File: config.mk
export PLATFORM = sky130hd
export DESIGN_NAME = cc_level_sequencer
export DESIGN_NICKNAME = d
export VERILOG_FILES = /design/src/rtl/cc_level_sequencer_pkg.sv /design/src/rtl/cc_level_sequencer_length.sv /design/src/rtl/cc_level_sequencer.sv
export SDC_FILE = /design/constraint.sdc
export NUM_CORES = 1
export LEC_CHECK = 0
export CAP_MARGIN = 20
export CELL_PAD_IN_SITES_DETAIL_PLACEMENT = 0
export CELL_PAD_IN_SITES_GLOBAL_PLACEMENT = 1
export CORE_UTILIZATION = 38
export DETAILED_ROUTE_END_ITERATION = 8
export PLACE_DENSITY_LB_ADDON = 0.25
export SLEW_MARGIN = 15
export SYNTH_ARGS = -nofsm -noshare
export SYNTH_HDL_FRONTEND = slang
export SYNTH_SLANG_ARGS = --single-unit
export TNS_END_PERCENT = 100
File: constraint.sdc
create_clock -name CC_LEVEL_SEQUENCER_CLOCK_50 -period 2.8 [get_ports CC_LEVEL_SEQUENCER_CLOCK_50]
set_clock_uncertainty 0.05 [all_clocks]
set_input_delay 0.56 -clock CC_LEVEL_SEQUENCER_CLOCK_50 [delete_from_list [all_inputs] [get_ports CC_LEVEL_SEQUENCER_CLOCK_50]]
set_output_delay 0.56 -clock CC_LEVEL_SEQUENCER_CLOCK_50 [all_outputs]
set_load 0.005 [all_outputs]
File: src/rtl/cc_level_sequencer_pkg.sv
// Shared constants for the level sequencer slice: state encoding, level codes,
// default row lengths and output widths.
package cc_level_sequencer_pkg;

  typedef logic [1:0] state_t;

  localparam state_t STATE_IDLE = 2'd0;
  localparam state_t STATE_RUN  = 2'd1;
  localparam state_t STATE_WIN  = 2'd2;

  localparam int unsigned CURRENTLEVEL_W  = 3;
  localparam int unsigned LEVELPROGRESS_W = 5;

  // Level codes: odd codes are transition images, even non-zero codes are
  // playable levels, 0 is the blank/idle code and 7 is never generated.
  localparam int unsigned LVL_BLANK   = 0;
  localparam int unsigned LVL_INTRO   = 1;
  localparam int unsigned LVL_GAME1   = 2;
  localparam int unsigned LVL_GAME2   = 4;
  localparam int unsigned LVL_GAME3   = 6;
  localparam int unsigned LVL_INVALID = 7;

  localparam int unsigned DEF_LEN_TRANSITION = 8;
  localparam int unsigned DEF_LEN_LVL1       = 10;
  localparam int unsigned DEF_LEN_LVL2       = 15;
  localparam int unsigned DEF_LEN_LVL3       = 20;

endpackage

File: src/rtl/cc_level_sequencer_length.sv
// Combinational level-code to row-length lookup. Module name kept as
// cc_level_length because the display timing logic instantiates it too.
import cc_level_sequencer_pkg::*;

module cc_level_length #(
  parameter int unsigned LEVEL_W        = CURRENTLEVEL_W,
  parameter int unsigned LEN_W          = LEVELPROGRESS_W,
  parameter int unsigned LEN_TRANSITION = DEF_LEN_TRANSITION,
  parameter int unsigned LEN_LVL1       = DEF_LEN_LVL1,
  parameter int unsigned LEN_LVL2       = DEF_LEN_LVL2,
  parameter int unsigned LEN_LVL3       = DEF_LEN_LVL3
) (
  input  logic [LEVEL_W-1:0] levelCode,
  output logic [LEN_W-1:0]   levelLen
);

  // Odd codes below 7 are transitions, even codes are levels, 0/7 have no rows.
  always_comb begin
    levelLen = '0;
    if (levelCode == LEVEL_W'(LVL_GAME1)) begin
      levelLen = LEN_W'(LEN_LVL1);
    end else if (levelCode == LEVEL_W'(LVL_GAME2)) begin
      levelLen = LEN_W'(LEN_LVL2);
    end else if (levelCode == LEVEL_W'(LVL_GAME3)) begin
      levelLen = LEN_W'(LEN_LVL3);
    end else if (levelCode[0] && levelCode != LEVEL_W'(LVL_INVALID)) begin
      levelLen = LEN_W'(LEN_TRANSITION);
    end
  end

endmodule

File: src/rtl/cc_level_sequencer.sv
// Level sequencer: walks intro -> level 1 -> transition -> level 2 ->
// transition -> level 3 -> win on scroll ticks, restarts the current level on
// a crash and reports level/row to the data handler.
// Optional build macro CC_LEVEL_SEQUENCER_LIVES_EN adds a lives counter and
// the GameOver pulse; without it lives are unlimited and GameOver is 0.
import cc_level_sequencer_pkg::*;

module cc_level_sequencer #(
  parameter int unsigned CURRENTLEVEL_DATAWIDTH  = CURRENTLEVEL_W,
  parameter int unsigned LEVELPROGRESS_DATAWIDTH = LEVELPROGRESS_W,
  parameter int unsigned LEN_TRANSITION          = DEF_LEN_TRANSITION,
  parameter int unsigned LEN_LVL1                = DEF_LEN_LVL1,
  parameter int unsigned LEN_LVL2                = DEF_LEN_LVL2,
  parameter int unsigned LEN_LVL3                = DEF_LEN_LVL3,
  parameter int unsigned LEVEL_LAST              = LVL_GAME3
`ifdef CC_LEVEL_SEQUENCER_LIVES_EN
  ,
  parameter int unsigned LIVES_INIT              = 3
`endif
) (
  input  logic                               CC_LEVEL_SEQUENCER_CLOCK_50,
  input  logic                               CC_LEVEL_SEQUENCER_RESET_InHigh,
  input  logic                               CC_LEVEL_SEQUENCER_Start_In,
  input  logic                               CC_LEVEL_SEQUENCER_Tick_In,
  input  logic                               CC_LEVEL_SEQUENCER_Crash_In,
  output logic [CURRENTLEVEL_DATAWIDTH-1:0]  CC_LEVEL_SEQUENCER_CurrentLvl_Out,
  output logic [LEVELPROGRESS_DATAWIDTH-1:0] CC_LEVEL_SEQUENCER_LvlProgress_Out,
  output logic                               CC_LEVEL_SEQUENCER_Playing_Out,
  output logic                               CC_LEVEL_SEQUENCER_LevelDone_Out,
  output logic                               CC_LEVEL_SEQUENCER_Win_Out,
  output logic                               CC_LEVEL_SEQUENCER_GameOver_Out
);

  localparam int unsigned LW = CURRENTLEVEL_DATAWIDTH;
  localparam int unsigned PW = LEVELPROGRESS_DATAWIDTH;

  state_t          stateReg, stateNext;
  logic [LW-1:0]   lvlReg, lvlNext;
  logic [PW-1:0]   progReg, progNext;
  logic [PW-1:0]   lvlLen;
  logic            playingReg, playingNext;
  logic            doneReg, doneNext;
  logic            winReg, winNext;
  logic            gameOverNext;

`ifdef CC_LEVEL_SEQUENCER_LIVES_EN
  localparam int unsigned LIVES_W = (LIVES_INIT < 2) ? 1 : $clog2(LIVES_INIT + 1);
  logic [LIVES_W-1:0] livesReg, livesNext;
  logic               gameOverReg;
`endif

  cc_level_length #(
    .LEVEL_W        (LW),
    .LEN_W          (PW),
    .LEN_TRANSITION (LEN_TRANSITION),
    .LEN_LVL1       (LEN_LVL1),
    .LEN_LVL2       (LEN_LVL2),
    .LEN_LVL3       (LEN_LVL3)
  ) uLength (
    .levelCode (lvlReg),
    .levelLen  (lvlLen)
  );

  // Next-state, next-level and next-progress decision for one clock.
  always_comb begin
    stateNext    = stateReg;
    lvlNext      = lvlReg;
    progNext     = progReg;
    doneNext     = 1'b0;
    gameOverNext = 1'b0;
`ifdef CC_LEVEL_SEQUENCER_LIVES_EN
    livesNext    = livesReg;
`endif
    case (stateReg)
      STATE_IDLE: begin
        lvlNext  = LW'(LVL_BLANK);
        progNext = '0;
        if (CC_LEVEL_SEQUENCER_Start_In) begin
          stateNext = STATE_RUN;
          lvlNext   = LW'(LVL_INTRO);
          progNext  = PW'(1);
`ifdef CC_LEVEL_SEQUENCER_LIVES_EN
          livesNext = LIVES_W'(LIVES_INIT);
`endif
        end
      end
      STATE_RUN: begin
        if (lvlReg == LW'(LVL_INVALID)) begin
          stateNext = STATE_IDLE;
          lvlNext   = LW'(LVL_BLANK);
          progNext  = '0;
        end else if (CC_LEVEL_SEQUENCER_Crash_In && playingReg) begin
`ifdef CC_LEVEL_SEQUENCER_LIVES_EN
          if (livesReg <= LIVES_W'(1)) begin
            stateNext    = STATE_IDLE;
            lvlNext      = LW'(LVL_BLANK);
            progNext     = '0;
            livesNext    = '0;
            gameOverNext = 1'b1;
          end else begin
            progNext  = PW'(1);
            livesNext = livesReg - LIVES_W'(1);
          end
`else
          progNext = PW'(1);
`endif
        end else if (CC_LEVEL_SEQUENCER_Tick_In) begin
          // >= rather than == keeps progress clamped to 0..len even if it
          // were ever out of range.
          if (progReg < lvlLen) begin
            progNext = progReg + PW'(1);
          end else if (lvlReg < LW'(LEVEL_LAST)) begin
            lvlNext  = lvlReg + LW'(1);
            progNext = PW'(1);
            doneNext = 1'b1;
          end else begin
            stateNext = STATE_WIN;
            progNext  = '0;
            doneNext  = 1'b1;
          end
        end
      end
      STATE_WIN: begin
        progNext = '0;
        if (CC_LEVEL_SEQUENCER_Start_In) begin
          stateNext = STATE_RUN;
          lvlNext   = LW'(LVL_INTRO);
          progNext  = PW'(1);
`ifdef CC_LEVEL_SEQUENCER_LIVES_EN
          livesNext = LIVES_W'(LIVES_INIT);
`endif
        end
      end
      default: begin
        stateNext = STATE_IDLE;
        lvlNext   = LW'(LVL_BLANK);
        progNext  = '0;
      end
    endcase
    playingNext = (stateNext == STATE_RUN) && (lvlNext != '0) && !lvlNext[0];
    winNext     = (stateNext == STATE_WIN);
  end

  // Registered state and outputs; reset overrides every other input.
  always_ff @(posedge CC_LEVEL_SEQUENCER_CLOCK_50) begin
    if (CC_LEVEL_SEQUENCER_RESET_InHigh) begin
      stateReg   <= STATE_IDLE;
      lvlReg     <= '0;
      progReg    <= '0;
      playingReg <= 1'b0;
      doneReg    <= 1'b0;
      winReg     <= 1'b0;
    end else begin
      stateReg   <= stateNext;
      lvlReg     <= lvlNext;
      progReg    <= progNext;
      playingReg <= playingNext;
      doneReg    <= doneNext;
      winReg     <= winNext;
    end
  end

`ifdef CC_LEVEL_SEQUENCER_LIVES_EN
  // Lives counter and one-cycle game-over pulse.
  always_ff @(posedge CC_LEVEL_SEQUENCER_CLOCK_50) begin
    if (CC_LEVEL_SEQUENCER_RESET_InHigh) begin
      livesReg    <= '0;
      gameOverReg <= 1'b0;
    end else begin
      livesReg    <= livesNext;
      gameOverReg <= gameOverNext;
    end
  end

  assign CC_LEVEL_SEQUENCER_GameOver_Out = gameOverReg;
`else
  assign CC_LEVEL_SEQUENCER_GameOver_Out = gameOverNext;
`endif

  assign CC_LEVEL_SEQUENCER_CurrentLvl_Out  = lvlReg;
  assign CC_LEVEL_SEQUENCER_LvlProgress_Out = progReg;
  assign CC_LEVEL_SEQUENCER_Playing_Out     = playingReg;
  assign CC_LEVEL_SEQUENCER_LevelDone_Out   = doneReg;
  assign CC_LEVEL_SEQUENCER_Win_Out         = winReg;

endmodule

-- Word level (Yosys, flattened, before mapping)
Index checks and enable logic that the tools add are counted.
W data, S select, Z words.
- bits in registers: 13
- logic and storage cells: 58
- add/subtract/negate cells: 2
- order comparisons: 2
- equality and inequality tests: 10
- multiplexer cells: 27
- bitwise logic cells: 2
- reductions and logical operators: 9
- operators by type and width (kind ; number):
    $mux W5 ; 7
    $mux W3 ; 6
    $mux W2 ; 6
    $pmux W5 S2 ; 1
    $eq A3 B3 Y1 const B ; 3
    $pmux W3 S3 ; 1
    $add A5 B1 Y5 const B ; 1
    $lt A5 B5 Y1 ; 1
    $reduce_or A5 Y1 ; 1
    $eq A2 B1 Y1 const B ; 2
    $eq A2 B2 Y1 const B ; 2
    $logic_and A1 B1 Y1 ; 4
    $mux W1 ; 4
    $mux W4 ; 1
    $ne A4 B4 Y1 const B ; 1
    $pmux W2 S2 ; 1
    $add A3 B1 Y3 const B ; 1
    $eq A3 B2 Y1 const B ; 1
    $lt A3 B3 Y1 const B ; 1
    $ne A3 B3 Y1 const B ; 1
    $reduce_bool A3 Y1 ; 1
    $logic_not A2 Y1 ; 1
    $not A1 Y1 ; 2
    $reduce_or A2 Y1 ; 1
    $logic_not A1 Y1 ; 1

-- Depth between registers and ports, before layout
- word-level depth: 15
- mapped depth: 10
- mapped depth without buffers: 9

-- By module
A second synthesis with hierarchy kept.
- cells, all modules: 98
- area total of the unflattened synthesis: 859.6 um^2
- modules (own cells, without submodules) (module ; times used ; cells an instance ; area an instance (um^2) ; sequential area each (um^2)):
    cc_level_sequencer ; 1 ; 91 ; 809.5 ; 260.2
    cc_level_length ; 1 ; 7 ; 50.0 ; 0.0

-- Worst setup path before layout
No wires, ideal clock.
- kind: register to register
- start point: reg lvlReg[0] (netlist: CC_LEVEL_SEQUENCER_CurrentLvl_Out[0])
- end point: reg playingReg (netlist: CC_LEVEL_SEQUENCER_Playing_Out)
- library setup time: 137 ps
- data arrival time: 2176 ps
- required time: 2613 ps
- setup slack: 438 ps
- stages on the path, launching flop included: 11
- cells stage by stage: dfxtp_1 > inv_1 > ha_1 > nand3b_1 > ha_1 > nand4_1 > o21ai_2 > nor2_2 > buf_6 > o41ai_1 > a211oi_1
- cells in the longest elaborated chain, start to end: 15
- elaborated cells on any way between the ends: 31
- those cells by class: add/sub (1); order compare (2); eq/ne (6); mux (17); reduce/logical (5)
- RTL lines (item ; line ; text):
    from (decl) ; cc_level_sequencer.sv:38 ; logic [LW-1:0] lvlReg, lvlNext;
    from (signal assigned) ; cc_level_sequencer.sv:155 ; lvlReg <= lvlNext;
    $ne A3 B3 Y1 ; cc_level_sequencer_length.sv:26 ; end else if (levelCode[0] && levelCode != LEVEL_W'(LVL_INVALID)) begin
    $logic_and A1 B1 Y1 ; cc_level_sequencer_length.sv:26 ;
    $mux W4 ; cc_level_sequencer_length.sv:26 ;
    $mux W5 ; cc_level_sequencer_length.sv:24 ; end else if (levelCode == LEVEL_W'(LVL_GAME3)) begin
    $mux W5 ; cc_level_sequencer_length.sv:22 ; end else if (levelCode == LEVEL_W'(LVL_GAME2)) begin
    $mux W5 ; cc_level_sequencer_length.sv:20 ; if (levelCode == LEVEL_W'(LVL_GAME1)) begin
    $lt A5 B5 Y1 ; cc_level_sequencer.sv:110 ; if (progReg < lvlLen) begin
    $mux W2 or $mux W3 (tied branches) ; cc_level_sequencer.sv:110 ;
    $mux W2 or $mux W3 (tied branches) ; cc_level_sequencer.sv:107 ; end else if (CC_LEVEL_SEQUENCER_Tick_In) begin
    $mux W2 or $mux W3 (tied branches) ; cc_level_sequencer.sv:92 ; end else if (CC_LEVEL_SEQUENCER_Crash_In && playingReg) begin
    $mux W2 or $mux W3 (tied branches) ; cc_level_sequencer.sv:88 ; if (lvlReg == LW'(LVL_INVALID)) begin
    $pmux W2 S2 or $pmux W3 S3 (tied branches) ; cc_level_sequencer.sv:74 ; case (stateReg)
    $eq A2 B1 Y1 or $reduce_bool A3 Y1 (tied branches) ; cc_level_sequencer.sv:140 ; playingNext = (stateNext == STATE_RUN) && (lvlNext != '0) && !lvlNext[0];
    $logic_and A1 B1 Y1 ; cc_level_sequencer.sv:140 ;
    $logic_and A1 B1 Y1 * ; cc_level_sequencer.sv:140 ;
    to (signal assigned) ; cc_level_sequencer.sv:157 ; playingReg <= playingNext;
    to (decl) ; cc_level_sequencer.sv:41 ; logic playingReg, playingNext;
Every way passes the cells marked *; elsewhere a longest branch is shown, timed or not.
A chain may end at the register's enable or synchronous reset.

-- Final worst setup path
Ends and elaborated chain as after synthesis.

==> results.py <==
metrics = {
    "clock_tree": {
        "clk_latency_ns": 0.27,
        "cts_buffer_depth": 2,
        "cts_tree": "built",
        "numCtsBuffers": 3,
        "hold_buffers": 0,
        "cts_sinks": 13,
        "cts-root-buf": "clkbuf_4",
        "cts_max_level": 1,
        "clk_pin_slew_worst_paths_ns": 0.08,
    },
    "critical_path": {
        "cpMaxStageDelayCell": "dfxtp_1",
        "worstPathCellList": "inv_1, ha_1, nand3b_1, ha_1, nand4_1, o21a_1, a211oi_4, a221oi_2, a211oi_1",
        "cp_data_arrival_time_ns": 2.68,
        "cpLargestDelayFamily": "compound AO/OA/AOI/OAI gates",
        "worst_ep_required_time_ns": 2.94,
        "crit_fanout": 7,
        "critPathMostFrequentCell": "ha_1",
        "end_kind": "flop",
        "max_stage_delay_ns": 0.45,
        "critPathLaunchType": "flop",
        "crit_type": "flop to flop",
        "crit_buf_inv": 1,
    },
    "yosys": {
        "synth_area_per_cell_um2": 8.84,
        "synth_area_um2": 928,
        "netlist_top_cells_count": "13 x dfxtp_1, 9 x ha_1, 9 x nor2_1",
        "synth_cell_types": 41,
        "synth-simple-area-share": 0.283,
        "yosysWarningCount": 0,
        "synthAdderAreaFrac": 0.121,
        "ys_seq_area_frac": 0.280,
        "synthCells": 105,
        "synth_top_family_by_area": "simple AND/OR/NAND/NOR gates",
        "synth-edff-count": 0,
        "synth_seq_cells": 13,
        "ys.flop_type": "dfxtp_1",
        "ys_async_sr_fraction": 0,
        "post-synth-top-count-cell": "dfxtp_1",
        "synthMuxAreaShare": 0.0108,
        "synth_top_area_share": 0.280,
        "synth.area.top_cells": "dfxtp_1 28%, ha_1 12%, nand3_1 4.3%",
        "synth_nets": 119,
        "synth-xor-area-share": 0,
        "synth_compound_area_frac": 0.248,
        "synth_top_area_cell": "dfxtp_1",
    },
    "outcome": {
        "status": "complete, no violations",
    },
    "placed_design": {
        "port_buffers": 15,
        "hpwl_um": 1610,
        "gp_congestion": 0.891,
    },
    "drt": {
        "routedWlPerCell_um": 14.4,
        "drc": 0,
        "routed_wirelength_um": 2140,
        "dr.pass1.iters": 4,
        "vias": 804,
        "drtIter0Drc": 9,
        "viasPerCell": 5.40,
        "antenna_left": 0,
    },
    "global_route": {
        "grt_pass1_vias": 770,
        "grt_pass1_wl_um": 3630,
        "antenna_found_initial": 0,
        "grt_remaining_overflow": 0,
        "globalRouteTotalUtil": 0.184,
        "grt_max_degree": 13,
    },
    "timing": {
        "drv_slew": 0,
        "rsz0062_at_grt": "no",
        "finalCritPeriodShare": 0.907,
        "tightest_slew_ns": 0.660,
        "layout_min_cycle_time_ns": 2.54,
        "finalSetupViolations": 0,
        "timing.hold.ws_ns": 0.455,
        "relSlewSlack": 0.559,
        "hold_viol": 0,
        "fmax_mhz": 394,
        "fin_tns_setup_ns": 0,
    },
    "finish": {
        "nNetsFinal": 136,
        "syn_to_final_growth_pct": 21.3,
        "diodes": 0,
        "drive_above_1_share": 0.132,
        "fill_cells": 232,
    },
    "flow_run": {
        "cap_violations": 0,
    },
    "floorplan": {
        "start_util": 0.412,
        "coreArea_um2": 2250,
        "io_pins": 17,
        "die_y_um": 51.4,
        "die_area_um2": 2650,
        "die_w_um": 51.4,
        "rows": 17,
    },
    "power": {
        "powerDensity_nw_per_um2": 370,
        "peakVddDrop_v": 0.000287,
        "total_leakage_power_nw": 0.428,
    },
    "worst_hold_path": {
        "hold_path.class": "flop to flop",
    },
}
==> path summary, 6_finish.rpt <==
| path | from | endpoint | slack, ns | cells past startpoint |
|---|---|---|---|---|
| max | CC_LEVEL_SEQUENCER_CurrentLvl_Out[0]$_SDFF_PP0_ | CC_LEVEL_SEQUENCER_Playing_Out$_SDFF_PP0_ | 0.26 | 9 |
| min | CC_LEVEL_SEQUENCER_Playing_Out$_SDFF_PP0_ | CC_LEVEL_SEQUENCER_LvlProgress_Out[0]$_SDFFE_PP0P_ | 0.46 | 2 |
| max reg2reg | CC_LEVEL_SEQUENCER_CurrentLvl_Out[0]$_SDFF_PP0_ | CC_LEVEL_SEQUENCER_Playing_Out$_SDFF_PP0_ | 0.26 | 9 |
| min reg2reg | CC_LEVEL_SEQUENCER_Playing_Out$_SDFF_PP0_ | CC_LEVEL_SEQUENCER_LvlProgress_Out[0]$_SDFFE_PP0P_ | 0.46 | 2 |
==> tightest hold or removal path, cell delays in order, from the launching register on <==
cell	delay, ns
dfxtp_1	0.32
nand2_1	0.07
a31oi_1	0.07
==> per-layer routing <==
layer | part of all wire | GRT usage | vias to the layer above
li1 | - | - | 421
met4 | 0.0042 | 0.0270 | 0
met3 | 0.026 | 0.0446 | 2
met1 | 0.49 | 0.256 | 369
met2 | 0.48 | 0.292 | 12
met5 | 0 | 0 | -
==> layout make-up <==
| type | count | area, µm² | share of cell area |
|---|---|---|---|
| Multi-Input combinational cell | 84 | 632 | 0.561 |
| Sequential cell | 13 | 260 | 0.231 |
| Timing Repair Buffer | 16 | 158 | 0.140 |
| Tap cell | 28 | 35.0 | 0.0311 |
| Clock buffer | 4 | 26.3 | 0.0233 |
| Inverter | 4 | 15.0 | 0.0133 |
==> report_power, final <==
group          switching [mW]  leakage (nW)  internal [mW]
combinational          0.0555         0.307         0.0468
sequential            0.00887         0.106          0.191
clock                  0.0601        0.0150         0.0551
total                   0.124         0.428          0.292
==> metrics by stage <==
| step | cells | worst slack (ns) | power [mW] | util | instance area [µm²] |
|---|---|---|---|---|---|
| 2_1_floorplan | 105 | 0.438 | 0.276 | - | 928 |
| 3_3_place_gp | 145 | 0.249 | 0.301 | 0.482 | 1090 |
| 3_5_place_dp | 145 | 0.199 | 0.302 | 0.482 | 1090 |
| 4_1_cts | 149 | 0.172 | 0.420 | 0.494 | 1110 |
| 5_1_grt | 149 | 0.0245 | 0.444 | 0.499 | 1130 |
| 6_report | 149 | 0.260 | 0.417 | 0.499 | 1130 |
==> flip-flops by register name, summed over array words and instances, names as in the netlist <==
register / count
CC_LEVEL_SEQUENCER_CurrentLvl_Out: 3
CC_LEVEL_SEQUENCER_LevelDone_Out: 1
CC_LEVEL_SEQUENCER_LvlProgress_Out: 5
CC_LEVEL_SEQUENCER_Playing_Out: 1
CC_LEVEL_SEQUENCER_Win_Out: 1
stateReg: 2
==> cells by family after synthesis <==
family | after synthesis
simple gates | 45
compound gates | 28
flops | 13
fa+ha+maj | 9
buf+inv | 8
mux | 1
other cells | 1
==> cells in the final DEF, fill, tap and decap left out, types with 2 or more instances in the layout <==
master / instances
clkdlybuf4s50_1: 15
dfxtp_1: 13
nor2_1: 9
ha_1: 9
nand3_1: 8
nand2_1: 7
a21oi_1: 7
inv_1: 4
nand2b_1: 4
nor3b_1: 3
a31oi_1: 3
clkbuf_4: 3
nand3b_1: 2
o31ai_1: 2
a21o_1: 2
or3_4: 2
a22o_1: 2
a221oi_2: 2
==> timing repair <==
action,4_1_cts,5_1_grt
gates resized for setup,0,2
setup endpoints to repair,0,2
endpoints found under the hold margin,0,0
setup buffers,0,0
Power figures use the tool's default switching activity.
